[config.mk]
export PLATFORM = sky130hd
export DESIGN_NAME = fifo_pkt_reader
export DESIGN_NICKNAME = d
export VERILOG_FILES = /design/src/rtl/fifo_pkt_reader_pkg.sv /design/src/rtl/pkt_skid_buf.sv /design/src/rtl/fifo_pkt_reader.sv
export SDC_FILE = /design/constraint.sdc
export NUM_CORES = 1
export LEC_CHECK = 0
export BUFFER_PORTS_ARGS = -buffer_cell sky130_fd_sc_hd__buf_2
export CORE_UTILIZATION = 35
export DETAILED_ROUTE_END_ITERATION = 16
export PLACE_DENSITY = 0.59
export SLEW_MARGIN = 15
export SYNTH_ARGS = -nofsm -noshare
export SYNTH_HDL_FRONTEND = slang
export SYNTH_SLANG_ARGS = --single-unit
[constraint.sdc]
create_clock -name clk -period 5.4 [get_ports clk]
set_input_delay 1.08 -clock clk [delete_from_list [all_inputs] [get_ports clk]]
set_output_delay 1.08 -clock clk [all_outputs]
set_load 0.005 [all_outputs]
[src/rtl/fifo_pkt_reader_pkg.sv]
// Shared packet-reader definitions: FSM state encoding and the header
// length-field extraction used by both the header writer and this reader.
package fifo_pkt_reader_pkg;

  typedef enum logic [1:0] {
    IDLE    = 2'd0,
    PAYLOAD = 2'd1,
    DROP    = 2'd2
  } rd_state_t;

  // Works on a 64-bit view of the header so one helper serves any field placement.
  function automatic logic [63:0] hdr_len_field(input logic [63:0] word,
                                                input int unsigned lsb,
                                                input int unsigned width);
    logic [63:0] mask;
    mask = (width >= 64) ? '1 : ((64'd1 << width) - 64'd1);
    return (word >> lsb) & mask;
  endfunction

endpackage

[src/rtl/pkt_skid_buf.sv]
// Two-entry output buffer, head registered onto the outputs; one-cycle push-to-head
// latency when empty; accepts a push while full only if the head pops that cycle.
module pkt_skid_buf #(
  parameter int W = 34
) (
  input  logic         clk,
  input  logic         rst_n,
  input  logic         clr,
  input  logic         push,
  input  logic [W-1:0] push_dat,
  input  logic         pop,
  output logic         head_vld,
  output logic [W-1:0] head_dat,
  output logic [1:0]   count
);

  logic [W-1:0] e0, e1;
  logic [1:0]   cnt;
  logic         do_pop, do_push;

  assign do_pop  = pop & (cnt != 2'd0);
  assign do_push = push & ((cnt != 2'd2) | do_pop);

  always_ff @(posedge clk or negedge rst_n) begin
    if (!rst_n) begin
      e0  <= '0;
      e1  <= '0;
      cnt <= 2'd0;
    end else if (clr) begin
      e0  <= '0;
      e1  <= '0;
      cnt <= 2'd0;
    end else begin
      case ({do_push, do_pop})
        2'b10: begin
          if (cnt == 2'd0) e0 <= push_dat;
          else             e1 <= push_dat;
          cnt <= cnt + 2'd1;
        end
        2'b01: begin
          e0  <= e1;
          cnt <= cnt - 2'd1;
        end
        2'b11: begin
          // Count is unchanged; the new word lands behind whatever stays.
          if (cnt == 2'd2) begin
            e0 <= e1;
            e1 <= push_dat;
          end else begin
            e0 <= push_dat;
          end
        end
        default: ;
      endcase
    end
  end

  assign head_vld = (cnt != 2'd0);
  assign head_dat = e0;
  assign count    = cnt;

endmodule

[src/rtl/fifo_pkt_reader.sv]
// Drains the cell FIFO into sop/eop-framed packets, dropping oversized ones; a word
// popped at edge N is valid after N; stops popping once two words are held unaccepted.
module fifo_pkt_reader
  import fifo_pkt_reader_pkg::*;
#(
  parameter int DBITWIDTH = 32,
  parameter int LEN_LSB   = 0,
  parameter int LEN_WIDTH = 8,
  parameter int MAX_LEN   = 64
) (
  input  logic                 clk,
  input  logic                 rst_n,
  input  logic                 clr,
  input  logic                 fifo_empty,
  output logic                 fifo_read,
  input  logic [DBITWIDTH-1:0] fifo_data,
  output logic                 out_valid,
  input  logic                 out_ready,
  output logic [DBITWIDTH-1:0] out_data,
  output logic                 out_sop,
  output logic                 out_eop,
  output logic                 err_oversize,
  output logic [15:0]          pkt_count,
  output logic [15:0]          drop_count
);

  localparam int BW = DBITWIDTH + 2;
  localparam logic [LEN_WIDTH-1:0] MAX_LEN_W = LEN_WIDTH'(MAX_LEN);
  localparam logic [LEN_WIDTH-1:0] ONE_W     = LEN_WIDTH'(1);

  rd_state_t            state;
  logic [LEN_WIDTH-1:0] remaining;
  logic [LEN_WIDTH-1:0] hdr_len;
  logic [1:0]           buf_cnt;
  logic [BW-1:0]        buf_head;
  logic [BW-1:0]        push_dat;
  logic                 push, pop, hdr_ok, is_eop, out_fire;

  assign hdr_len = LEN_WIDTH'(hdr_len_field(64'(fifo_data), LEN_LSB, LEN_WIDTH));
  assign hdr_ok  = (hdr_len <= MAX_LEN_W);

  // Pop decision looks only at buffer occupancy, never at out_ready.
  assign fifo_read = rst_n & ~clr & ~fifo_empty & ((state == DROP) | (buf_cnt != 2'd2));

  assign push     = fifo_read & (((state == IDLE) & hdr_ok) | (state == PAYLOAD));
  assign is_eop   = (state == IDLE) ? (hdr_len == '0) : (remaining == ONE_W);
  assign push_dat = {fifo_data, (state == IDLE), is_eop};
  assign pop      = out_valid & out_ready;
  assign out_fire = pop & out_eop;

  pkt_skid_buf #(.W(BW)) u_skid (
    .clk      (clk),
    .rst_n    (rst_n),
    .clr      (clr),
    .push     (push),
    .push_dat (push_dat),
    .pop      (pop),
    .head_vld (out_valid),
    .head_dat (buf_head),
    .count    (buf_cnt)
  );

  assign {out_data, out_sop, out_eop} = buf_head;

  // Counters are port statistics and survive clr; only rst_n zeroes them.
  always_ff @(posedge clk or negedge rst_n) begin
    if (!rst_n) begin
      state        <= IDLE;
      remaining    <= '0;
      err_oversize <= 1'b0;
      pkt_count    <= 16'd0;
      drop_count   <= 16'd0;
    end else if (clr) begin
      state        <= IDLE;
      remaining    <= '0;
      err_oversize <= 1'b0;
    end else begin
      err_oversize <= 1'b0;
      if (out_fire && pkt_count != 16'hFFFF) pkt_count <= pkt_count + 16'd1;
      if (fifo_read) begin
        case (state)
          IDLE: begin
            if (!hdr_ok) begin
              state        <= DROP;
              remaining    <= hdr_len;
              err_oversize <= 1'b1;
              if (drop_count != 16'hFFFF) drop_count <= drop_count + 16'd1;
            end else if (hdr_len != '0) begin
              state     <= PAYLOAD;
              remaining <= hdr_len;
            end
          end
          PAYLOAD, DROP: begin
            remaining <= remaining - ONE_W;
            if (remaining == ONE_W) state <= IDLE;
          end
          default: state <= IDLE;
        endcase
      end
    end
  end

endmodule

=== Word-level counts from Yosys, hierarchy flattened ===
Cells that the tools add are included.

* Add/sub/neg operators: 5
* $lt $le $gt $ge: 1
* Equality and inequality tests: 15
* Muxes and demuxes: 26
* Bitwise gates (word level): 15
* Reductions and logical operators: 18

{| class="wikitable"
|+ Operator list
! kind !! count
|-
| 34-bit 2-to-1 mux || 6
|-
| 34-bit one-hot mux with 3 select lines || 1
|-
| 34-bit one-hot mux with 2 select lines || 1
|-
| 16-bit by 1-bit adder with 16-bit output, second input constant || 2
|-
| 8-bit 2-to-1 mux || 4
|-
| 16-bit != test, second input constant || 2
|-
| 8-bit one-hot mux with 2 select lines || 1
|-
| 2-bit 2-to-1 mux || 6
|-
| 1-bit AND || 9
|-
| 3-bit AND reduction || 3
|-
| 3-bit nonzero test || 3
|-
| 2-bit equality test, second input constant || 4
|-
| 8-bit by 1-bit equality test with 1-bit output, second input constant || 1
|-
| 8-bit by 7-bit <= comparator with 1-bit output, second input constant || 1
|-
| 8-bit zero test || 1
|-
| 2-bit one-hot mux with 2 select lines || 2
|-
| 8-bit nonzero test || 1
|-
| 8-bit by 1-bit subtractor with 8-bit output, second input constant || 1
|-
| 3-bit by 2-bit != test with 1-bit output, second input constant || 2
|-
| 3-bit != test, second input constant || 2
|-
| 1-bit 2-to-1 mux || 5
|-
| 5-bit AND reduction || 1
|-
| 2-bit by 1-bit equality test with 1-bit output, second input constant || 2
|-
| 2-bit zero test || 2
|-
| 11 further kinds || 17
|}

* Bits in registers: 113
* Input port bits: 37
* Output and inout bits: 69
* Word-level logic and storage cells: 88

=== Logic depth before layout (Yosys ltp) ===
Gate-level depths: netlist of run 1.

* Depth in word-level cells: 9
* Gate-level depth with buffers: 11
* Mapped depth without buffers: 7

=== Cells and area by module ===
From an unflattened synthesis of run 1, not the netlist that was laid out.

* Cells, all modules: 609
* Area total of the unflattened synthesis: 5947.0 um^2

{| class="wikitable"
|+ By module, submodules not included
! module !! times used !! cells each !! area an instance (um^2) !! seq. area each (um^2)
|-
| pkt_skid_buf || 1 || 370 || 3592.2 || 1751.7
|-
| fifo_pkt_reader || 1 || 239 || 2354.8 || 1076.0
|}

=== Worst setup path before layout of run 1 ===
OpenSTA, ideal clock, no wires.

* Path kind: input to output
* Start point: input clr
* End point: output fifo_read
* Data arrival time: 1.585 ns
* Data required time: 4.320 ns
* Setup slack: 2.735 ns
* Cell stages on the path: 3
* Path buffers: 0
* Path through: nor3b_1 o21ai_1 inv_1

* Longest elaborated chain between the ends: 4

{| class="wikitable"
|+ Ends and longest elaborated chain
! item !! RTL line !! text
|-
| start, declared || fifo_pkt_reader.sv:13 || <nowiki>input logic clr,</nowiki>
|-
| 1-bit NOT (no line) || - ||
|-
| 1-bit AND (3 in series) || fifo_pkt_reader.sv:43 || <nowiki>assign fifo_read = rst_n & ~clr & ~fifo_empty & ((state == DROP) | (buf_cnt != 2'd2));</nowiki>
|-
| end, declared || fifo_pkt_reader.sv:15 || <nowiki>output logic fifo_read,</nowiki>
|}

Every way passes these cells.

=== Final worst setup path of run 1 ===
Same ends and word-level chain as after synthesis.

==> results of run 1 <==
## sequential cells by signal, summed over array words and instances, names as in the netlist
name,cells
drop_count,16
err_oversize,1
pkt_count,16
remaining,8
state,2
u_skid.count,2
u_skid.e1,34
u_skid.head_dat,34
## synth_stat cells, types with 2 or more instances
cell,number,area share [%]
mux2i_1,46,8.5
a21oi_1,15,1.4
dfrtp_1,113,52
nor4_1,4,0.46
and4_1,3,0.48
o21ai_2,3,0.48
inv_1,14,0.97
nand2_1,79,5.5
mux2_2,3,0.62
nand3b_1,2,0.28
nand4_1,13,1.5
buf_2,7,0.65
o32ai_1,5,0.81
xor2_1,8,1.3
nor2b_1,5,0.58
xnor2_1,21,3.4
nor3_1,8,0.74
buf_6,5,1.0
nand3_1,10,0.92
nor2_1,29,2.0
clkbuf_1,13,0.90
and2_1,7,0.81
o21ai_0,34,3.1
o21ai_1,28,2.6
nand2b_1,27,3.1
and3_1,4,0.46
ha_1,7,1.6
## power by group through the flow
stage / Sequential (mW) / Combinational [mW] / Clock, mW
after global placement: 0.932 / 0.198 / 0
after global routing: 0.926 / 0.228 / 1.09
after detailed placement: 0.935 / 0.203 / 0
after CTS: 0.921 / 0.203 / 1.05
final: 0.921 / 0.199 / 1.03
after floorplan: 0.934 / 0.101 / 0
## metal layers
metal  routed length (µm)  global-route usage [%]
met1                 5580                    20.9
met2                 6000                    27.4
met3                  603                    4.89
met4                  205                    6.31
met5                    0                       0
## metrics by stage
| step | hold WS [ns] | total power, mW | util, % |
|---|---|---|---|
| floorplan | 0.470 | 1.04 | - |
| global placement | 0.457 | 1.13 | 40.2 |
| detailed placement | 0.464 | 1.14 | 40.2 |
| CTS | 0.476 | 2.17 | 43.9 |
| global route | 0.512 | 2.25 | 43.9 |
| finish | 0.474 | 2.15 | 43.9 |
## kinds of logic (layout without fill, tap and decap cells)
kind of cell	after synthesis	in the layout	synth area share [%]
AND/OR/NAND/NOR	202	202	18.8
XOR/XNOR	29	29	4.68
buffers and inverters	42	157	3.85
multiplexers	49	49	9.11
flip-flops	113	113	52.1
adder cells (fa/ha/maj)	7	7	1.61
AO/OA/AOI/OAI	94	94	9.87
## critical path, stage by stage
cell,delay (ns)
buf_2,0.62
nor3b_1,0.15
o21ai_1,0.26
inv_1,0.17
buf_2,0.17
## worst paths after layout
check	from	end	cells past startpoint
setup reg to reg	state[0]	u_skid.head_dat[2]	9
hold / removal	u_skid.head_dat[23]	u_skid.head_dat[23]	2
setup / recovery	clr	fifo_read	5
min in group asynchronous	rst_n	drop_count[6]	1
max in group asynchronous	rst_n	pkt_count[7]	2
hold reg to reg	u_skid.head_dat[23]	u_skid.head_dat[23]	2
## cell type report
| cell class | instances | share of cell area [%] |
|---|---|---|
| Clock buffer | 26 | 7.95 |
| Clock inverter | 5 | 0.376 |
| Inverter | 15 | 0.846 |
| Multi-Input combinational cell | 381 | 36.2 |
| Sequential cell | 113 | 42.5 |
| Tap cell | 188 | 3.54 |
| Timing Repair Buffer | 111 | 8.61 |
==> results.md, run 1 <==
- Vias in the first global route: 4201
- DRT iter0 DRCs: between 200 and 250
- Post-place instance area: 0.00609 mm²
- Gr ovfl total: 0
- Register Area: between 0.002 and 0.003 mm²
- Rel. slew slack: 33.0%
- Setup skew after layout: 0.00880 ns
- Nets: between 600 and 700
- Final hold vios: 0
- Wire per inst: ~15 µm
- Setup TNS: 0 ns
- Worst min path class: reg -> reg
- Post-Place Setup Slack: 1.73 ns
- Seq pwr share: a little over two fifths
- Clk slew on worst S/H paths: 0.05 ns
- Post-route design area: 0.00665 mm²
- Number of setup buffers added after CTS: 0
- First-pass GRT wire length: 20800 µm
- Total CTS buffers: 17
- Largest net degree at the start of global routing: between 60 and 70
- Most frequent cells in the layout: dfrtp_1 (113), buf_2 (104), nand2_1 (79), mux2i_1 (46), o21ai_0 (33)
- Switch Pwr: ~0.5 mW
- Crit path arrival time: between 2 and 2.5 ns
- Core Area: approximately 0.015 mm²
- Comb power frac: under 10%
- VDD IR-drop max: 0.188 mV
- Die Y: 127 µm
- Mapped Cells: 536
- RSZ-0062 raised after global routing: no
- Net Sw Frac: about a quarter
- Clk sinks: 113
- # Max-Cap Violations: 0
- DRC Markers: 0
- Pleak: 3.36 nW
- Fin cells: roughly 840
- Routed WL: 12400 µm
- Status: finished clean
- Crit path capture type: primary output
- Pwr/cell area: approximately 320 mW/mm²
- Internal power: 1.64 mW
- I/O Pins: 106
- Worst path required time: 4.32 ns
- Sequential element share of the synthesized area: a little over half
- Area growth, synth to finish: 22.6%
- Worst skew pair latency: 0.41 ns
- Post-synth ARST share: 100%
- Crit Path Class: in -> out
- Placer congestion estimate: 0.782
- Cts repair resizes: 0
- CTS tree: done
- Distinct cell type count after synthesis: 50
- Number of fill cells: about 1500
- Syn Nets: between 500 and 600
- Worst R2R Setup Slack: around 2.5 ns
- Post-synth EDFFs: 0
- Ratio of cells with drive above 1 in the final layout: 23.5%
- Commonest non-fill, non-tap cell in the layout: dfrtp_1
- Flops & latches, synth: 113
- Slew Limit Fails: 0
- Drt pass-1 iters: 4
- DP HPWL: 8580 µm
- Tcrit/Tclk final: 65.6%
- H-tree levels: 4
- All-Layer GR Usage: between 10% and 20%
- Die extent in x: ~130 µm
- Clock Root Buffer: clkbuf_16
- Syn Area/Cell: 10.1 µm²
- Ys Warns: 0
- Post-route ant nets: 0
- Max Freq: around 280 MHz
- CTS max path bufs: 2
- Worst setup margin: 1.86 ns
- CTS Hold Bufs: 0
- # rows: 45
- Dpl cells: 807
- Antenna diodes: 0
- Via Count: 4194
- Initial Utilization: 35.8%
- Die footprint: 0.0160 mm²
- Port bufs: around 110
- Vias/cell: 5.00
- Minimum clock period: 3.54 ns
- Multi-input logic area: 0.00241 mm²
- Final setup fails: 0
- Critical Path Source Type: input pin
- Slew @ Worst Pin: 0.992 ns
- Initial antenna violation count: 0
- Clock Power Share: ~48%
- Mapped Area: 0.00543 mm²
- Ys flop type: dfrtp_1
- Max FO, Critical Path: 50
Note: power is estimated with default switching activity, not from simulation.
==> run 2: changes to the inputs <==
Settings changed: PLACE_DENSITY 0.59 to 0.61.
Clock period 5.4 ns to 3.2 ns, I/O delays scaled along.
==> results.md, run 2 (synthesis results as in run 1) <==
- Status: finished clean (unchanged)
- Total CTS buffers: 17 (unchanged)
- Initial antenna violation count: 0 (unchanged)
- Cts repair resizes: 0 (unchanged)
- Pleak: 3.37 nW (was 3.36 nW)
- Clk slew on worst S/H paths: 0.05 ns (about the same)
- CTS Hold Bufs: 0 (unchanged)
- VDD IR-drop max: 0.333 mV (was 0.188 mV)
- First-pass GRT wire length: 20800 µm (about the same)
- Clk sinks: 113 (unchanged)
- Area growth, synth to finish: 22.9% (was 22.6%)
- Worst min path class: in -> async (was reg -> reg)
- DRT iter0 DRCs: 265 (was 208)
- Worst skew pair latency: 0.41 ns (about the same)
- Rel. slew slack: 28.8% (was 33.0%)
- Port bufs: 105 (unchanged)
- Dpl cells: 813 (was 807)
- Die footprint: 0.0160 mm² (unchanged)
- Commonest non-fill, non-tap cell in the layout: dfrtp_1 (unchanged)
- Tcrit/Tclk final: 74.2%
- Worst path required time: 2.56 ns (was 4.32 ns)
- Vias in the first global route: 4190 (was 4201)
- H-tree levels: 4 (unchanged)
- Most frequent cells in the layout: dfrtp_1 (113), buf_2 (104), nand2_1 (79), mux2i_1 (46), o21ai_0 (33) (unchanged)
- Number of fill cells: 1453 (was 1504)
- Critical Path Source Type: flip-flop (was input pin)
- Die Y: 127 µm (unchanged)
- Post-route ant nets: 0 (unchanged)
- Initial Utilization: 35.8% (unchanged)
- Final setup fails: 0 (unchanged)
- RSZ-0062 raised after global routing: no (unchanged)
- Max Freq: 421 MHz
- Final hold vios: 0 (unchanged)
- R2R cell count: 8 (was 9)
- Crit path arrival time: 1.74 ns (was 2.46 ns)
- Vias/cell: 5.03 (was 5.00)
- Gr ovfl total: 0 (unchanged)
- Nets: 688 (was 683)
- Hold Slack: 0.392 ns (was 0.474 ns)
- Slowest-stage cell, CP: dfrtp_1 (was buf_2)
- Via Count: 4246 (was 4194)
- Setup skew after layout: 0.00476 ns (was 0.00880 ns)
- Largest net degree at the start of global routing: 60 (was 67)
- Placer congestion estimate: 0.795 (was 0.782)
- Slew @ Worst Pin: 1.06 ns (was 0.992 ns)
- Crit path buf inv count: 3 (unchanged)
- Cells along the critical path: inv_1 > ha_1 > o21ai_1 > inv_1 > buf_2 (was buf_2 > nor3b_1 > o21ai_1 > inv_1 > buf_2)
- Slew Limit Fails: 0 (unchanged)
- CTS max path bufs: 2 (unchanged)
- Antenna diodes: 0 (unchanged)
- CP dominant cell by count: inv_1 (was buf_2)
- Drt pass-1 iters: 4 (unchanged)
- Slowest stage delay, CP: 0.37 ns (was 0.62 ns)
- Max FO, Critical Path: 5 (was 50)
- CTS tree: done (unchanged)
- Worst path depth: 5 (unchanged)
- Clock Root Buffer: clkbuf_16 (unchanged)
- Minimum clock period: 2.38 ns
- Ratio of cells with drive above 1 in the final layout: 23.6% (was 23.5%)
- Crit path capture type: primary output (unchanged)
- DRC Markers: 0 (unchanged)
- All-Layer GR Usage: 16.7% (about the same)
- Routed WL: 12400 µm (about the same)
- DP HPWL: 8700 µm (was 8580 µm)
- Fin cells: 844 (was 839)
- Core Util, Final: 44.0% (was 43.9%)
- Number of setup buffers added after CTS: 0 (unchanged)
- Core Area: 0.0151 mm² (unchanged)
- # rows: 45 (unchanged)
- Crit Path Class: reg -> out (was in -> out)
- Pwr/cell area: 540 mW/mm² (was 322 mW/mm²)
- Setup TNS: 0 ns (unchanged)
- I/O Pins: 106 (unchanged)
- Top delay family on crit path: buffers and inverters (unchanged)
- # Max-Cap Violations: 0 (unchanged)
- Wire per inst: 14.7 µm (was 14.8 µm)
- Die extent in x: 127 µm (unchanged)
## run 2: changes by cell type in the layout (fill, tap and decap cells not counted)
cell / change
clkbuf_1: +3
buf_4: +5
clkbuf_8: -5
clkinv_2: +1
bufinv_16: +1
## run 2: stage by stage
step / total power [mW] / instance area (µm²) / setup WS, ns
finish: 3.60 / 6670 / 0.824
global route: 3.76 / 6670 / 0.597
CTS: 3.65 / 6670 / 0.815
detailed placement: 1.93 / 6140 / 0.625
global placement: 1.91 / 6140 / 0.693
floorplan: 1.75 / 5430 / 1.07
## run 2: power by group
group	leakage [nW]	switching [mW]	internal, mW
clock network	0.267	0.615	1.09
logic	1.57	0.195	0.144
registers	1.53	0.0550	1.50
## run 2: area by class of cell
cell class	instances	area (µm²)	area share, %
flip-flops and latches	113	2830	42.4
multi-input cells	381	2410	36.1
repair buffers	116	611	9.16
clock buffers	24	472	7.07
well taps	188	235	3.53
clock inverters	7	60.1	0.901
inverters	15	56.3	0.844
## run 2: worst reg2reg max path, cell delays in order, from the launching register on
cell      delay [ns]
dfrtp_1         0.37
inv_1           0.07
ha_1            0.30
nor4b_2         0.20
a221oi_2        0.54
o31a_1          0.21
or2_1           0.13
buf_4           0.26
o21ai_0         0.13
## run 2: per-layer routing
layer / GRT usage (%) / up-vias / part of all wire [%]
met5: 0 / - / 0
met4: 8.93 / 0 / 2.9
met3: 4.77 / 23 / 4.7
met2: 26.9 / 91 / 48
met1: 20.4 / 2070 / 44
li1: - / 2062 / -
## run 2: path summary, 6_finish.rpt
check                      slack (ns)                 from                   to
setup / recovery                 0.82             state[0]            fifo_read
max in group asynchronous        1.59                rst_n        drop_count[0]
hold reg to reg                  0.48  u_skid.head_dat[25]  u_skid.head_dat[25]
setup reg to reg                 0.87             state[0]  u_skid.head_dat[33]
hold / removal                   0.39                rst_n        drop_count[6]
min in group clk                 0.45        fifo_data[26]        u_skid.e1[28]
